File: src/rtl/sort4_pkg.sv
// Shared width default and FSM state encoding for the four-entry sequential sorter.
package sort4_pkg;

    localparam int WIDTH = 4;

    typedef enum logic [2:0] {
        CS01A = 3'd0,
        CS12A = 3'd1,
        CS23  = 3'd2,
        CS01B = 3'd3,
        CS12B = 3'd4,
        CS01C = 3'd5,
        DONE  = 3'd6
    } sort_state_t;

endpackage

File: src/rtl/cmp_swap.sv
// Combinational compare-and-swap: orders one operand pair as (min, max), unsigned.
module cmp_swap
    import sort4_pkg::*;
#(
    parameter int WIDTH = sort4_pkg::WIDTH
) (
    input  logic [WIDTH-1:0] a,
    input  logic [WIDTH-1:0] b,
    output logic [WIDTH-1:0] lo,
    output logic [WIDTH-1:0] hi
);

    // Strict greater-than so equal operands keep their original order.
    always_comb begin
        if (a > b) begin
            lo = b;
            hi = a;
        end else begin
            lo = a;
            hi = b;
        end
    end

endmodule

File: src/rtl/sort4_fsm.sv
// Sequential four-value ascending sorter: one compare-and-swap per clock through a
// single shared cmp_swap, six steps, then holds the result with done asserted.
module sort4_fsm
    import sort4_pkg::*;
#(
    parameter int WIDTH = sort4_pkg::WIDTH
) (
    input  logic             clock,
    input  logic             reset,
    input  logic [WIDTH-1:0] x0,
    input  logic [WIDTH-1:0] x1,
    input  logic [WIDTH-1:0] x2,
    input  logic [WIDTH-1:0] x3,
    output logic [WIDTH-1:0] s0,
    output logic [WIDTH-1:0] s1,
    output logic [WIDTH-1:0] s2,
    output logic [WIDTH-1:0] s3,
    output logic             done
);

    sort_state_t      state_q, state_d;
    logic [WIDTH-1:0] r_q [4];
    logic [WIDTH-1:0] r_d [4];
    logic             done_q, done_d;

    logic [1:0]       idx_a_s, idx_b_s;
    logic             op_en_s;
    logic [WIDTH-1:0] lo_s, hi_s;

    // Step sequencing: choose the register pair for this step and the next state.
    always_comb begin
        state_d = state_q;
        done_d  = done_q;
        idx_a_s = 2'd0;
        idx_b_s = 2'd1;
        op_en_s = 1'b0;
        case (state_q)
            CS01A: begin
                idx_a_s = 2'd0; idx_b_s = 2'd1; op_en_s = 1'b1;
                state_d = CS12A;
            end
            CS12A: begin
                idx_a_s = 2'd1; idx_b_s = 2'd2; op_en_s = 1'b1;
                state_d = CS23;
            end
            CS23: begin
                idx_a_s = 2'd2; idx_b_s = 2'd3; op_en_s = 1'b1;
                state_d = CS01B;
            end
            CS01B: begin
                idx_a_s = 2'd0; idx_b_s = 2'd1; op_en_s = 1'b1;
                state_d = CS12B;
            end
            CS12B: begin
                idx_a_s = 2'd1; idx_b_s = 2'd2; op_en_s = 1'b1;
                state_d = CS01C;
            end
            CS01C: begin
                idx_a_s = 2'd0; idx_b_s = 2'd1; op_en_s = 1'b1;
                state_d = DONE;
                done_d  = 1'b1;
            end
            DONE: begin
                done_d = 1'b1;
            end
            // Unused encoding: park in DONE with the registers frozen.
            default: begin
                state_d = DONE;
                done_d  = 1'b1;
            end
        endcase
    end

    cmp_swap #(.WIDTH(WIDTH)) u_cmp_swap (
        .a  (r_q[idx_a_s]),
        .b  (r_q[idx_b_s]),
        .lo (lo_s),
        .hi (hi_s)
    );

    // Operand write-back of the ordered pair for the active step.
    always_comb begin
        r_d = r_q;
        if (op_en_s) begin
            r_d[idx_a_s] = lo_s;
            r_d[idx_b_s] = hi_s;
        end else begin
            r_d = r_q;
        end
    end

    // State, operand and done registers; a low reset loads fresh operands.
    always_ff @(posedge clock) begin
        if (!reset) begin
            r_q[0]  <= x0;
            r_q[1]  <= x1;
            r_q[2]  <= x2;
            r_q[3]  <= x3;
            state_q <= CS01A;
            done_q  <= 1'b0;
        end else begin
            r_q     <= r_d;
            state_q <= state_d;
            done_q  <= done_d;
        end
    end

    assign s0   = r_q[0];
    assign s1   = r_q[1];
    assign s2   = r_q[2];
    assign s3   = r_q[3];
    assign done = done_q;

endmodule

File: config.mk
export PLATFORM = sky130hd
export DESIGN_NAME = sort4_fsm
export DESIGN_NICKNAME = d
export VERILOG_FILES = /design/src/rtl/sort4_pkg.sv /design/src/rtl/cmp_swap.sv /design/src/rtl/sort4_fsm.sv
export SDC_FILE = /design/constraint.sdc
export NUM_CORES = 1
export LEC_CHECK = 0
export CAP_MARGIN = 40
export CORE_MARGIN = 10
export CORE_UTILIZATION = 45
export CTS_BUF_LIST = sky130_fd_sc_hd__clkbuf_8
export DETAILED_ROUTE_END_ITERATION = 10
export PLACE_DENSITY = 0.81
export REMOVE_ABC_BUFFERS = 1
export SETUP_SLACK_MARGIN = 0.02
export SKIP_CTS_REPAIR_TIMING = 1
export SYNTH_ARGS = -nofsm -noshare
export SYNTH_HDL_FRONTEND = slang
export SYNTH_SLANG_ARGS = --single-unit
File: constraint.sdc
create_clock -name clock -period 4.3 [get_ports clock]
set_input_delay 1.29 -clock clock [delete_from_list [all_inputs] [get_ports clock]]
set_output_delay 1.29 -clock clock [all_outputs]
set_load 0.03 [all_outputs]
==> results by group <==
Clocking
  – Root buffer cell: clkbuf_8
  – Max H-tree Level: 1
  – Largest buffer count on any clock path: 2
  – Clock input transition at the sequential cells of the worst setup and hold paths: about 0.080 ns
  – CTS buffer count: 3
  – Clock insertion delay at the later pin of the skew report: 0.27 ns
  – Total number of clock tree sinks: 20
  – Clock tree from TritonCTS: built

Drt
  – Sum of met3 wire segment lengths after detailed routing: approximately 440 microns
  – Count of unresolved DRC violations after routing: 0
  – First-pass detailed-route iteration total: 4
  – Remaining antenna violation count: 0
  – Total met2 wirelength after detailed routing: approximately 2200 microns
  – Wl on met1: around 2100 microns
  – Routed vias: 1513
  – Uppermost metal layer occupied by signal nets: met4
  – Drt first-iter violations: roughly 190
  – Post-detailed-route via-to-cell ratio: a little over 6
  – Post-detailed-routing wire length: 4870 microns
  – Mean routed wirelength per cell: ~20 microns

Layout
  – Sequential standard cell area: about 560 sq um
  – Layout cells sized above 1: 0.106
  – Area of the multi-input gates: 940 sq um
  – Area grow syn2layout: 26.8%
  – ANT cells: 0
  – Finished Core Util: 0.598
  – Layout filler cell count: ~280
  – Final net count: 220
  – Non-filler cells in the finished layout: approximately 240
  – Final Instance Area: 2030 sq um

Timing
  – Worst clock skew on the final layout: between 0.004 and 0.005 ns
  – Max Clk Rate: about 260 MHz
  – Setup repair after global routing missed its margin: no
  – Period Utilization, post-route: 0.885
  – Worst hold slack: roughly 0.48 ns
  – Setup TNS after final layout: 0 ns
  – Final number of hold-violating endpoints: 0
  – Post-layout min period: 3.81 ns
  – Max-slew violation total from the final report: 0
  – Max-Slew Margin vs Limit: 0.424
  – Finish-stage setup viols: 0
  – Worst-Margin Slew: ~0.86 ns

Floorplanning
  – Die extent in x: between 70 and 80 microns
  – Die Area: approximately 6300 sq um
  – Core area: roughly 3400 sq um
  – Std cell rows: 21
  – Number of primary I/O pins: 35
  – Overall die height: 79.6 microns
  – Starting density of the core: 0.472

Synthesis
  – Async S/R FF share, synth: 0
  – Compound-Gate Fraction of Synth Area: 0.340
  – Number of enable-type register cells in the synthesized netlist: 16
  – Largest family of logic cells by synthesized area: compound AO/OA/AOI/OAI gates
  – Simple logic cell fraction of the synthesized area: 0.127
  – Synth Register Bits: 20
  – Arithmetic-cell share of the synthesized area counting full adders, half adders and majority gates: 0.0305
  – Post-Syn Area: approximately 1600 sq um
  – Post-Syn Instances: between 150 and 200
  – Synthesized area per cell: a little under 10 sq um
  – Most frequently used flop master after synthesis: edfxtp_1
  – Yosys warns: 0
  – Parity-gate share of the synthesized area counting xor and xnor cells: 0.00548
  – Multiplexer share of the synthesized area: 0.0853
  – Number of distinct library cells after synthesis: 50
  – Sequential-to-total area share from yosys stat: 0.351

Worst setup path
  – Crit path max-delay cell type: dfxtp_1
  – R2R cell count: 12
  – Cells along the critical path: inv_1 > a21oi_1 > a211oi_1 > a221o_1 > ha_1 > nor2b_1 > o211a_1 > o211ai_1 > o311a_4 > and2_4 > mux2_4 > o221ai_2
  – Critical Path End Type: flip-flop
  – Required time reported for the critical path endpoint: around 4.4 ns
  – Minimum setup slack among reg-to-reg paths: slightly below 0.5 ns
  – WS Path Type: flip-flop to flip-flop
  – Number of buffer and inverter instances along the worst setup path: 1
  – Reg2reg start: state_q[0]$_SDFFE_PN0P_
  – Worst endpoint data arrival time: 3.92 ns
  – Maximum fanout count along the critical path: 22
  – CP max stage delay: 0.89 ns
  – Reg-to-reg critical path endpoint: s1[0]$_DFFE_PP_
  – Largest delay share family, worst path: compound AO/OA/AOI/OAI gates
  – Nature of the critical path startpoint: flip-flop

Global route
  – Number of antenna violations at the first check in global routing: 0
  – Global Route Usage Sum: 0.153
  – Number of global-route vias before repair: about 1600
  – Overflow left after global routing: 0
  – First-pass GRT wire length: ~7800 microns
  – Pin count of the biggest net entering global routing: 23

Placed design
  – Number of I/O port buffers: 34
  – Placed Cells: 240
  – DP Wirelength: about 3700 microns
  – Area of placed instances: just under 2000 sq um
  – Weighted congestion at the end of routability-driven global placement: approximately 1

Worst hold path
  – Number of cells traversed by the worst hold path: 2
  – Startpoint of the most critical hold path: done$_SDFFE_PN0N_
  – Worst min-delay path endpoint: done$_SDFFE_PN0N_
  – Worst hold path class: flip-flop to flip-flop

Status
  – Status: finished clean

Power
  – Leakage power of the design: between 0.7 and 0.8 nW
  – Worst-case vdd ir drop: 0.310 mV
  – PwrDens: 574 nW/um^2

Job
  – Number of violations of the max-capacitance limit: 0
[per-layer routing]
layer  GRT usage  vias to the layer above
li1            -                      712
met1       0.180                      709
met2       0.256                       82
met3      0.0473                       10
met4      0.0502                        0
met5           0                        -
[synthesized netlist by cell type, types with 5 or more instances]
| library cell | count | share of area |
|---|---|---|
| a21oi_1 | 14 | 0.044 |
| edfxtp_1 | 16 | 0.30 |
| inv_1 | 10 | 0.023 |
| mux2i_1 | 11 | 0.069 |
| nand2_1 | 10 | 0.023 |
| nor2_1 | 13 | 0.031 |
| nor2b_1 | 5 | 0.020 |
| o21a_1 | 5 | 0.023 |
| o21ai_0 | 5 | 0.016 |
| o2bb2ai_1 | 7 | 0.038 |
[registers in the layout, indices dropped and copies added, names as in the netlist]
| name | cells |
|---|---|
| s0 | 4 |
| s1 | 4 |
| s2 | 4 |
| s3 | 4 |
| state_q | 3 |
| done | 1 |
[layout by cell type, fill, tap and decap left out, types with 2 or more instances in the layout]
cell and instances:
dfxtp_1 4, o2bb2ai_1 7, a211oi_1 4, o21ai_0 5, o21ai_1 3, a21oi_1 14
clkbuf_8 4, nor2_1 13, nand2_1 10, buf_4 5, ha_1 3, nor2b_1 5
a2bb2oi_1 2, o21a_1 5, mux2i_1 11, a221o_1 4, a22oi_1 3, o221ai_1 4
and2_4 2, clkdlybuf4s50_1 34, inv_1 10, o211a_1 2, o211ai_1 4, edfxtp_1 16
[area by class of cell]
class	instances	area share
multi-input combinational	125	0.463
sequential	20	0.276
timing repair buffer	39	0.186
tap	46	0.0284
clock buffer	4	0.0271
inverter	10	0.0185
[worst min-delay path, cell delays in order, from the launching register on]
cell and delay (ns):
dfxtp_1 0.33, nor2_1 0.04, nor2_1 0.07
[kinds of logic (layout without fill, tap and decap cells)]
family | after synthesis | count (layout)
compound gates | 69 | 69
xor+xnor | 1 | 1
fa+ha+maj | 4 | 4
buf+inv | 20 | 53
flops | 20 | 20
mux | 13 | 13
simple gates | 38 | 38
[worst max-delay path by stage]
stage / from / endpoint / slack, ns / cells past startpoint
floorplan: state_q[0]$_SDFFE_PN0P_ / s1[1]$_DFFE_PP_ / 0.94 / 14
global placement: state_q[0]$_SDFFE_PN0P_ / s1[1]$_DFFE_PP_ / 0.72 / 14
detailed placement: state_q[0]$_SDFFE_PN0P_ / s1[0]$_DFFE_PP_ / 0.60 / 14
CTS: state_q[0]$_SDFFE_PN0P_ / s1[0]$_DFFE_PP_ / 0.54 / 14
global route: state_q[0]$_SDFFE_PN0P_ / s1[1]$_DFFE_PP_ / 0.23 / 14
finish: state_q[0]$_SDFFE_PN0P_ / s1[0]$_DFFE_PP_ / 0.49 / 12
[per-stage QoR]
step / worst slack, ns / total power [mW]
after floorplan: 0.936 / 0.793
after global placement: 0.725 / 0.979
after detailed placement: 0.603 / 0.996
after CTS: 0.541 / 1.15
after global routing: 0.226 / 1.23
final: 0.493 / 1.16
[where the power goes]
part           switching [mW]  total (mW)  internal, mW
Combinational           0.393       0.697         0.304
Clock                  0.0692       0.151        0.0817
Sequential             0.0522       0.316         0.264
Total                   0.514        1.16         0.650
No activity file was read; power rests on OpenSTA's default activity.
